File: src/rtl/i2c_target_responder.sv
// rtl/i2c_target_responder.sv - I2C target: address match, register pointer, write/read byte streaming (option: I2C_GLITCH_FILTER_EN)
module i2c_target_responder #(
  parameter logic [6:0] TARGET_ADDR = 7'h77
) (
  input  logic       clk,
  input  logic       rst,
  input  logic       scl,
  input  logic       sda_in,
  output logic       sda_oe,
  output logic [3:0] state,
  output logic       busy,
  output logic       wr_en,
  output logic [7:0] wr_addr,
  output logic [7:0] wr_data,
  output logic [7:0] rd_addr,
  input  logic [7:0] rd_data
);

  typedef enum logic [3:0] {
    ST_IDLE      = 4'd0,
    ST_ADDR      = 4'd1,
    ST_ACK_ADDR  = 4'd2,
    ST_PTR       = 4'd3,
    ST_ACK_PTR   = 4'd4,
    ST_WDATA     = 4'd5,
    ST_ACK_WR    = 4'd6,
    ST_RDATA     = 4'd7,
    ST_ACK_IN    = 4'd8,
    ST_WAIT_STOP = 4'd9
  } state_t;

  state_t     cur_state, state_nxt;
  logic [3:0] bit_cnt, bit_cnt_nxt;
  logic [7:0] shift, shift_nxt;
  logic [7:0] ptr, ptr_nxt;
  logic       oe_nxt, busy_nxt, wr_en_nxt;
  logic [7:0] wr_addr_nxt, wr_data_nxt;
  logic       rw, rw_nxt;
  logic       nack, nack_nxt;

  // Synchronised bus lines; reset to the idle-high level so leaving reset makes no edge
  logic [1:0] scl_sync, sda_sync;
  logic       scl_c, sda_c;
  logic       scl_q, sda_q;

  // Two-flop synchronisers for the asynchronous bus inputs
  always_ff @(posedge clk or negedge rst) begin
    if (!rst) begin
      scl_sync <= 2'b11;
      sda_sync <= 2'b11;
    end else begin
      scl_sync <= {scl_sync[0], scl};
      sda_sync <= {sda_sync[0], sda_in};
    end
  end

`ifdef I2C_GLITCH_FILTER_EN
  // Majority of the current synced sample and the two before it: a 1-clk pulse never
  // wins a vote, a real level change wins one clock after it appears
  logic [1:0] scl_hist, sda_hist;

  // History of the synchronised samples feeding the majority vote
  always_ff @(posedge clk or negedge rst) begin
    if (!rst) begin
      scl_hist <= 2'b11;
      sda_hist <= 2'b11;
    end else begin
      scl_hist <= {scl_hist[0], scl_sync[1]};
      sda_hist <= {sda_hist[0], sda_sync[1]};
    end
  end

  assign scl_c = (scl_sync[1] & scl_hist[0]) | (scl_sync[1] & scl_hist[1]) | (scl_hist[0] & scl_hist[1]);
  assign sda_c = (sda_sync[1] & sda_hist[0]) | (sda_sync[1] & sda_hist[1]) | (sda_hist[0] & sda_hist[1]);
`else
  assign scl_c = scl_sync[1];
  assign sda_c = sda_sync[1];
`endif

  // Previous conditioned levels for edge detection
  always_ff @(posedge clk or negedge rst) begin
    if (!rst) begin
      scl_q <= 1'b1;
      sda_q <= 1'b1;
    end else begin
      scl_q <= scl_c;
      sda_q <= sda_c;
    end
  end

  logic scl_rise, scl_fall, start_det, stop_det, byte_done;
  assign scl_rise  = scl_c & ~scl_q;
  assign scl_fall  = ~scl_c & scl_q;
  // SDA moving while SCL has been high for at least one sample is a bus condition, not data
  assign start_det = ~sda_c & sda_q & scl_c & scl_q;
  assign stop_det  = sda_c & ~sda_q & scl_c & scl_q;
  // The falling edge that ends the 8th bit of a byte
  assign byte_done = scl_fall && (bit_cnt == 4'd8);

  assign state   = cur_state;
  assign rd_addr = ptr;

  // State, datapath and output registers; reset releases SDA immediately
  always_ff @(posedge clk or negedge rst) begin
    if (!rst) begin
      cur_state <= ST_IDLE;
      bit_cnt   <= 4'd0;
      shift     <= 8'h00;
      ptr       <= 8'h00;
      sda_oe    <= 1'b0;
      busy      <= 1'b0;
      wr_en     <= 1'b0;
      wr_addr   <= 8'h00;
      wr_data   <= 8'h00;
      rw        <= 1'b0;
      nack      <= 1'b0;
    end else begin
      cur_state <= state_nxt;
      bit_cnt   <= bit_cnt_nxt;
      shift     <= shift_nxt;
      ptr       <= ptr_nxt;
      sda_oe    <= oe_nxt;
      busy      <= busy_nxt;
      wr_en     <= wr_en_nxt;
      wr_addr   <= wr_addr_nxt;
      wr_data   <= wr_data_nxt;
      rw        <= rw_nxt;
      nack      <= nack_nxt;
    end
  end

  // Next-state and output decode; STOP and START take priority over bit handling
  always_comb begin
    state_nxt   = cur_state;
    bit_cnt_nxt = bit_cnt;
    shift_nxt   = shift;
    ptr_nxt     = ptr;
    oe_nxt      = sda_oe;
    busy_nxt    = busy;
    wr_en_nxt   = 1'b0;
    wr_addr_nxt = wr_addr;
    wr_data_nxt = wr_data;
    rw_nxt      = rw;
    nack_nxt    = nack;

    if (stop_det) begin
      state_nxt   = ST_IDLE;
      oe_nxt      = 1'b0;
      busy_nxt    = 1'b0;
      bit_cnt_nxt = 4'd0;
    end else if (start_det) begin
      state_nxt   = ST_ADDR;
      oe_nxt      = 1'b0;
      bit_cnt_nxt = 4'd0;
    end else begin
      case (cur_state)
        ST_ADDR, ST_PTR, ST_WDATA: begin
          if (scl_rise && bit_cnt < 4'd8) begin
            shift_nxt   = {shift[6:0], sda_c};
            bit_cnt_nxt = bit_cnt + 4'd1;
          end else if (byte_done) begin
            if (cur_state == ST_ADDR) begin
              if (shift[7:1] == TARGET_ADDR) begin
                state_nxt = ST_ACK_ADDR;
                oe_nxt    = 1'b1;
                busy_nxt  = 1'b1;
                rw_nxt    = shift[0];
              end else begin
                state_nxt = ST_WAIT_STOP;
              end
            end else if (cur_state == ST_PTR) begin
              state_nxt = ST_ACK_PTR;
              ptr_nxt   = shift;
              oe_nxt    = 1'b1;
            end else begin
              state_nxt = ST_ACK_WR;
              oe_nxt    = 1'b1;
            end
          end
        end
        ST_ACK_ADDR: begin
          if (scl_fall) begin
            bit_cnt_nxt = 4'd0;
            if (rw) begin
              state_nxt = ST_RDATA;
              shift_nxt = rd_data;
              oe_nxt    = ~rd_data[7];
            end else begin
              state_nxt = ST_PTR;
              oe_nxt    = 1'b0;
            end
          end
        end
        ST_ACK_PTR: begin
          if (scl_fall) begin
            state_nxt   = ST_WDATA;
            oe_nxt      = 1'b0;
            bit_cnt_nxt = 4'd0;
          end
        end
        ST_ACK_WR: begin
          if (scl_fall) begin
            state_nxt   = ST_WDATA;
            oe_nxt      = 1'b0;
            bit_cnt_nxt = 4'd0;
            wr_en_nxt   = 1'b1;
            wr_addr_nxt = ptr;
            wr_data_nxt = shift;
            ptr_nxt     = ptr + 8'd1;
          end
        end
        ST_RDATA: begin
          if (scl_rise && bit_cnt < 4'd8) begin
            bit_cnt_nxt = bit_cnt + 4'd1;
          end else if (byte_done) begin
            // Advance the pointer as the byte completes so rd_data for the next
            // address has settled before the reload on the ACK clock's fall
            state_nxt = ST_ACK_IN;
            oe_nxt    = 1'b0;
            ptr_nxt   = ptr + 8'd1;
          end else if (scl_fall && bit_cnt != 4'd0) begin
            oe_nxt    = ~shift[6];
            shift_nxt = {shift[6:0], 1'b0};
          end
        end
        ST_ACK_IN: begin
          if (scl_rise && bit_cnt == 4'd8) begin
            nack_nxt    = sda_c;
            bit_cnt_nxt = 4'd9;
          end else if (scl_fall && bit_cnt == 4'd9) begin
            bit_cnt_nxt = 4'd0;
            if (nack) begin
              state_nxt = ST_WAIT_STOP;
              oe_nxt    = 1'b0;
            end else begin
              state_nxt = ST_RDATA;
              shift_nxt = rd_data;
              oe_nxt    = ~rd_data[7];
            end
          end
        end
        default: begin
        end
      endcase
    end
  end

endmodule

File: config.mk
export PLATFORM = sky130hd
export DESIGN_NAME = i2c_target_responder
export DESIGN_NICKNAME = d
export VERILOG_FILES = /design/src/rtl/i2c_target_responder.sv
export SDC_FILE = /design/constraint.sdc
export NUM_CORES = 1
export LEC_CHECK = 0
export BUFFER_PORTS_ARGS = -buffer_cell sky130_fd_sc_hd__buf_4
export CAP_MARGIN = 20
export CELL_PAD_IN_SITES_DETAIL_PLACEMENT = 2
export CELL_PAD_IN_SITES_GLOBAL_PLACEMENT = 2
export CORE_UTILIZATION = 36
export DETAILED_ROUTE_END_ITERATION = 7
export PLACE_DENSITY = 0.74
export SYNTH_ARGS = -nofsm -noshare
export SYNTH_HDL_FRONTEND = slang
export SYNTH_SLANG_ARGS = --single-unit
File: constraint.sdc
create_clock -name clk -period 2.5 [get_ports clk]
set_input_delay 0.5 -clock clk [delete_from_list [all_inputs] [get_ports clk]]
set_output_delay 0.5 -clock clk [all_outputs]
set_load 0.05 [all_outputs]
==> run summary <==
status = finished clean
Async SR Flop Fraction = 100.0%
commonest cells after routing, fill and taps aside = 55 x sky130_fd_sc_hd__buf_4, 45 x sky130_fd_sc_hd__dfrtp_1, 24 x sky130_fd_sc_hd__mux2_2
clock edge transition at the registers on the reported setup and hold paths = 0.10 ns
number of violations reported at the end of detailed-routing iteration 0 = 93
Overflow after GRT = 0
final max-slew violation count = 0
kind of start point of the critical path = register
Inserted Clock Buffers = 5
Cells after DPL = 403
M3 GR Usage = 3.384%
cell row count = 31
Cell Count, Final, Fillers Out = 411
Psw = 0.0008555 W
EDFF count, synth = 0
Power Density = 681.2 nW/um2
crit path max-delay cell type = sky130_fd_sc_hd__dfrtp_1
Netlist cell types = 63
Clk Latency, worst-skew pair = 0.32 ns
reg-to-reg slack, setup = 0.25 ns
Post-CTS Resized = 0
sequential cell area = 1284 um2
share of synthesized area occupied by flip-flops and latches = 45.82%
Yosys reg bits = 51
layout cell share with drive strength beyond 1 = 35.90%
leading area contributor after synthesis = sky130_fd_sc_hd__dfrtp_1
synthesized area per cell = 10.69 um2
GRT Overall Usage = 21.30%
clock network fraction of total power = 23.1%
final HPWL from detailed placement = 6041 um
worst-path cell chain = inv_1 > ha_1 > nand3b_1 > a211o_1 > a211oi_2 > o21ai_1 > a31o_2
R2R Path Start = bit_cnt[0]
Layout Skew = 0.009937 ns
die width = 90.22 um
worst hold-check slack = 0.1999 ns
classification of the worst-slack hold path = input port to async pin
met1 GRT Util = 29.60%
Top delay family on crit path = compound AO/OA/AOI/OAI gates
Required @ worst endpoint = 2.71 ns
number of antenna cells inserted = 0
number of buffer and inverter instances along the worst setup path = 1
count of endpoints failing setup in the final report = 0
Avg WL per Cell = 19.84 um
commonest non-fill, non-tap cell in the layout = sky130_fd_sc_hd__buf_4
number of ports placed on the die boundary = 43
wire length after detailed routing = 8154 um
Root Buffer Master = sky130_fd_sc_hd__clkbuf_8
core box area = 7370 um2
reported leakage power = 1.534 nW
post-synth top area share = 40.20%
final-report hold violation count = 0
Peak supply drop = 0.0003747 V
RD Place Congestion = 0.8498
fill count = 807
Fin Setup TNS = 0 ns
capturing element type of the critical path = register
GR met2 Demand/Resource = 34.86%
worst-margin pin slew = 0.6905 ns
maximum clock insertion buffer count = 2
mapped cell area = 2801 um2
starting utilization of the core area = 38.01%
initial antenna violation count = 0
synthesis-to-finish area growth = 19.65%
hold buffers post-CTS = 0
internal power = 0.001428 W
shortest period the worst path allows = 2.248 ns
Arr. time, crit path = 2.46 ns
worst-path fanout max = 7
nets in the synthesized netlist = 278
Nets = 327
largest cells by area after synthesis = sky130_fd_sc_hd__dfrtp_1 40%, sky130_fd_sc_hd__mux2_2 9.6%, sky130_fd_sc_hd__dfstp_2 5.6%
switching part of the total power = 37.47%
Final Cell Area = 3352 um2
most frequently used flop master after synthesis = sky130_fd_sc_hd__dfrtp_1
relative contribution of sequential cells to total power = 48.8%
detailed-route DRC error count = 0
buffers inserted by post-CTS timing repair = 0
number of violations of the max-capacitance limit = 0
maximum single-stage delay on the critical path = 0.45 ns
H-tree levels = 2
synthesis warning total = 0
First-pass DRT Iterations = 4
most crowded layer after global routing = met2
die outline height = 90.22 um
first-pass GRT wire length = 13770 um
vias in the first global route = 2503
clock tree from TritonCTS = built
Port Buf Inserts = 42
final clock period utilization by the worst path = 89.93%
max-slew headroom at the worst pin = 53.97%
number of nets with antenna violations after routing = 0
Gate power share = 28.1%
average vias per placed instance = 5.589
Max Fclk = 444.8 MHz
total clock sinks = 51
setup repair after global routing missed its margin = false
area occupied by multi-input gates = 1391 um2
total number of vias = 2297
Total Die Area = 8139 um2
cells after synthesis = 262
largest net degree at the start of global routing = 52
Worst Path Class, Setup = register to register
endpoint of the worst register-to-register path = bit_cnt[2]
R2R depth = 7
Post-Place Cell Area = 3257 um2
==> cell usage after synthesis, types with 2 or more instances <==
master and n:
sky130_fd_sc_hd__a31oi_1 6, sky130_fd_sc_hd__dfrtp_1 45, sky130_fd_sc_hd__or3_1 2, sky130_fd_sc_hd__buf_6 3
sky130_fd_sc_hd__a21oi_1 20, sky130_fd_sc_hd__mux2i_1 2, sky130_fd_sc_hd__ha_1 4, sky130_fd_sc_hd__clkbuf_1 4
sky130_fd_sc_hd__mux2_4 7, sky130_fd_sc_hd__nand4b_1 3, sky130_fd_sc_hd__a31o_2 2, sky130_fd_sc_hd__o21ai_0 11
sky130_fd_sc_hd__nand3b_1 2, sky130_fd_sc_hd__o21a_1 2, sky130_fd_sc_hd__nor2b_1 5, sky130_fd_sc_hd__nand2_1 16
sky130_fd_sc_hd__and3_1 3, sky130_fd_sc_hd__nand2b_1 4, sky130_fd_sc_hd__mux2_2 24, sky130_fd_sc_hd__o22ai_1 5
sky130_fd_sc_hd__a22oi_1 3, sky130_fd_sc_hd__nand3_1 17, sky130_fd_sc_hd__inv_1 12, sky130_fd_sc_hd__buf_2 5
sky130_fd_sc_hd__o2bb2ai_1 2, sky130_fd_sc_hd__o31ai_1 2, sky130_fd_sc_hd__o211ai_1 2, sky130_fd_sc_hd__nand4_1 2
sky130_fd_sc_hd__dfstp_2 6, sky130_fd_sc_hd__nor2_1 8
==> registers in the layout (all words and copies together) (netlist names) <==
| signal | count |
|---|---|
| bit_cnt | 4 |
| busy | 1 |
| nack | 1 |
| rd_addr | 8 |
| rw | 1 |
| scl_q | 1 |
| scl_sync | 2 |
| sda_oe | 1 |
| sda_q | 1 |
| sda_sync | 2 |
| shift | 8 |
| state | 4 |
| wr_addr | 8 |
| wr_data | 8 |
| wr_en | 1 |
==> worst register-to-register path: stages, from the launching register on <==
cell,delay [ns]
sky130_fd_sc_hd__dfrtp_1,0.45
sky130_fd_sc_hd__inv_1,0.09
sky130_fd_sc_hd__ha_1,0.31
sky130_fd_sc_hd__nand3b_1,0.12
sky130_fd_sc_hd__a211o_1,0.34
sky130_fd_sc_hd__a211oi_2,0.44
sky130_fd_sc_hd__o21ai_1,0.14
sky130_fd_sc_hd__a31o_2,0.26
==> layout make-up <==
| class | count | area share, % |
|---|---|---|
| Inverter | 12 | 1.344 |
| Clock inverter | 3 | 0.7839 |
| Tap cell | 99 | 3.695 |
| Clock buffer | 5 | 2.053 |
| Timing Repair Buffer | 55 | 12.32 |
| Multi-Input combinational cell | 186 | 41.51 |
| Sequential cell | 51 | 38.30 |
==> through the flow <==
| stage | power [W] | utilization [%] | setup slack [ns] |
|---|---|---|---|
| floorplan | 0.001524 | - | 0.3290 |
| detailed placement | 0.001765 | 44.19 | 0.2757 |
| finish | 0.002283 | 45.48 | 0.2517 |
| global placement | 0.001727 | 44.19 | 0.3952 |
| global route | 0.002414 | 45.48 | 0.1340 |
| CTS | 0.002311 | 45.48 | 0.2498 |
==> power groups by stage <==
stage               clock [W]  combinational, W  sequential [W]
global placement            0          0.000612         0.00112
global route         0.000572          0.000706         0.00114
finish               0.000528          0.000641         0.00111
CTS                  0.000550          0.000650         0.00111
detailed placement          0          0.000641         0.00112
floorplan                   0          0.000467         0.00106
==> how the worst max path moves through the flow <==
stage                           from         end  slack (ns)  depth (start not counted)
after floorplan             state[2]  wr_addr[2]        0.33                          7
after global placement      state[0]  bit_cnt[2]        0.40                          5
after detailed placement  bit_cnt[0]  bit_cnt[2]        0.28                          7
after CTS                 bit_cnt[0]  bit_cnt[2]        0.25                          7
after global routing      bit_cnt[0]  bit_cnt[2]        0.13                          7
final                     bit_cnt[0]  bit_cnt[2]        0.25                          7
==> logic make-up (layout without fill, tap and decap cells) <==
group / count (synthesis) / after routing / share of synthesized area [%]
adders and majority gates: 4 / 4 / 1.787
DFF: 51 / 51 / 45.82
AOI/OAI and AO/OA: 71 / 71 / 17.28
xor gates and xnor gates: 2 / 2 / 0.6254
muxes: 33 / 33 / 14.11
and+or+nand+nor: 76 / 76 / 15.86
buffers and inverters: 25 / 75 / 4.511
==> routing by layer <==
| layer | vias to the layer above | wire length [um] |
|---|---|---|
| met5 | - | 0 |
| met4 | 0 | 69 |
| met3 | 6 | 221 |
| met2 | 43 | 3885 |
| met1 | 1183 | 3978 |
| li1 | 1065 | - |
Power figures use the tool's default switching activity.
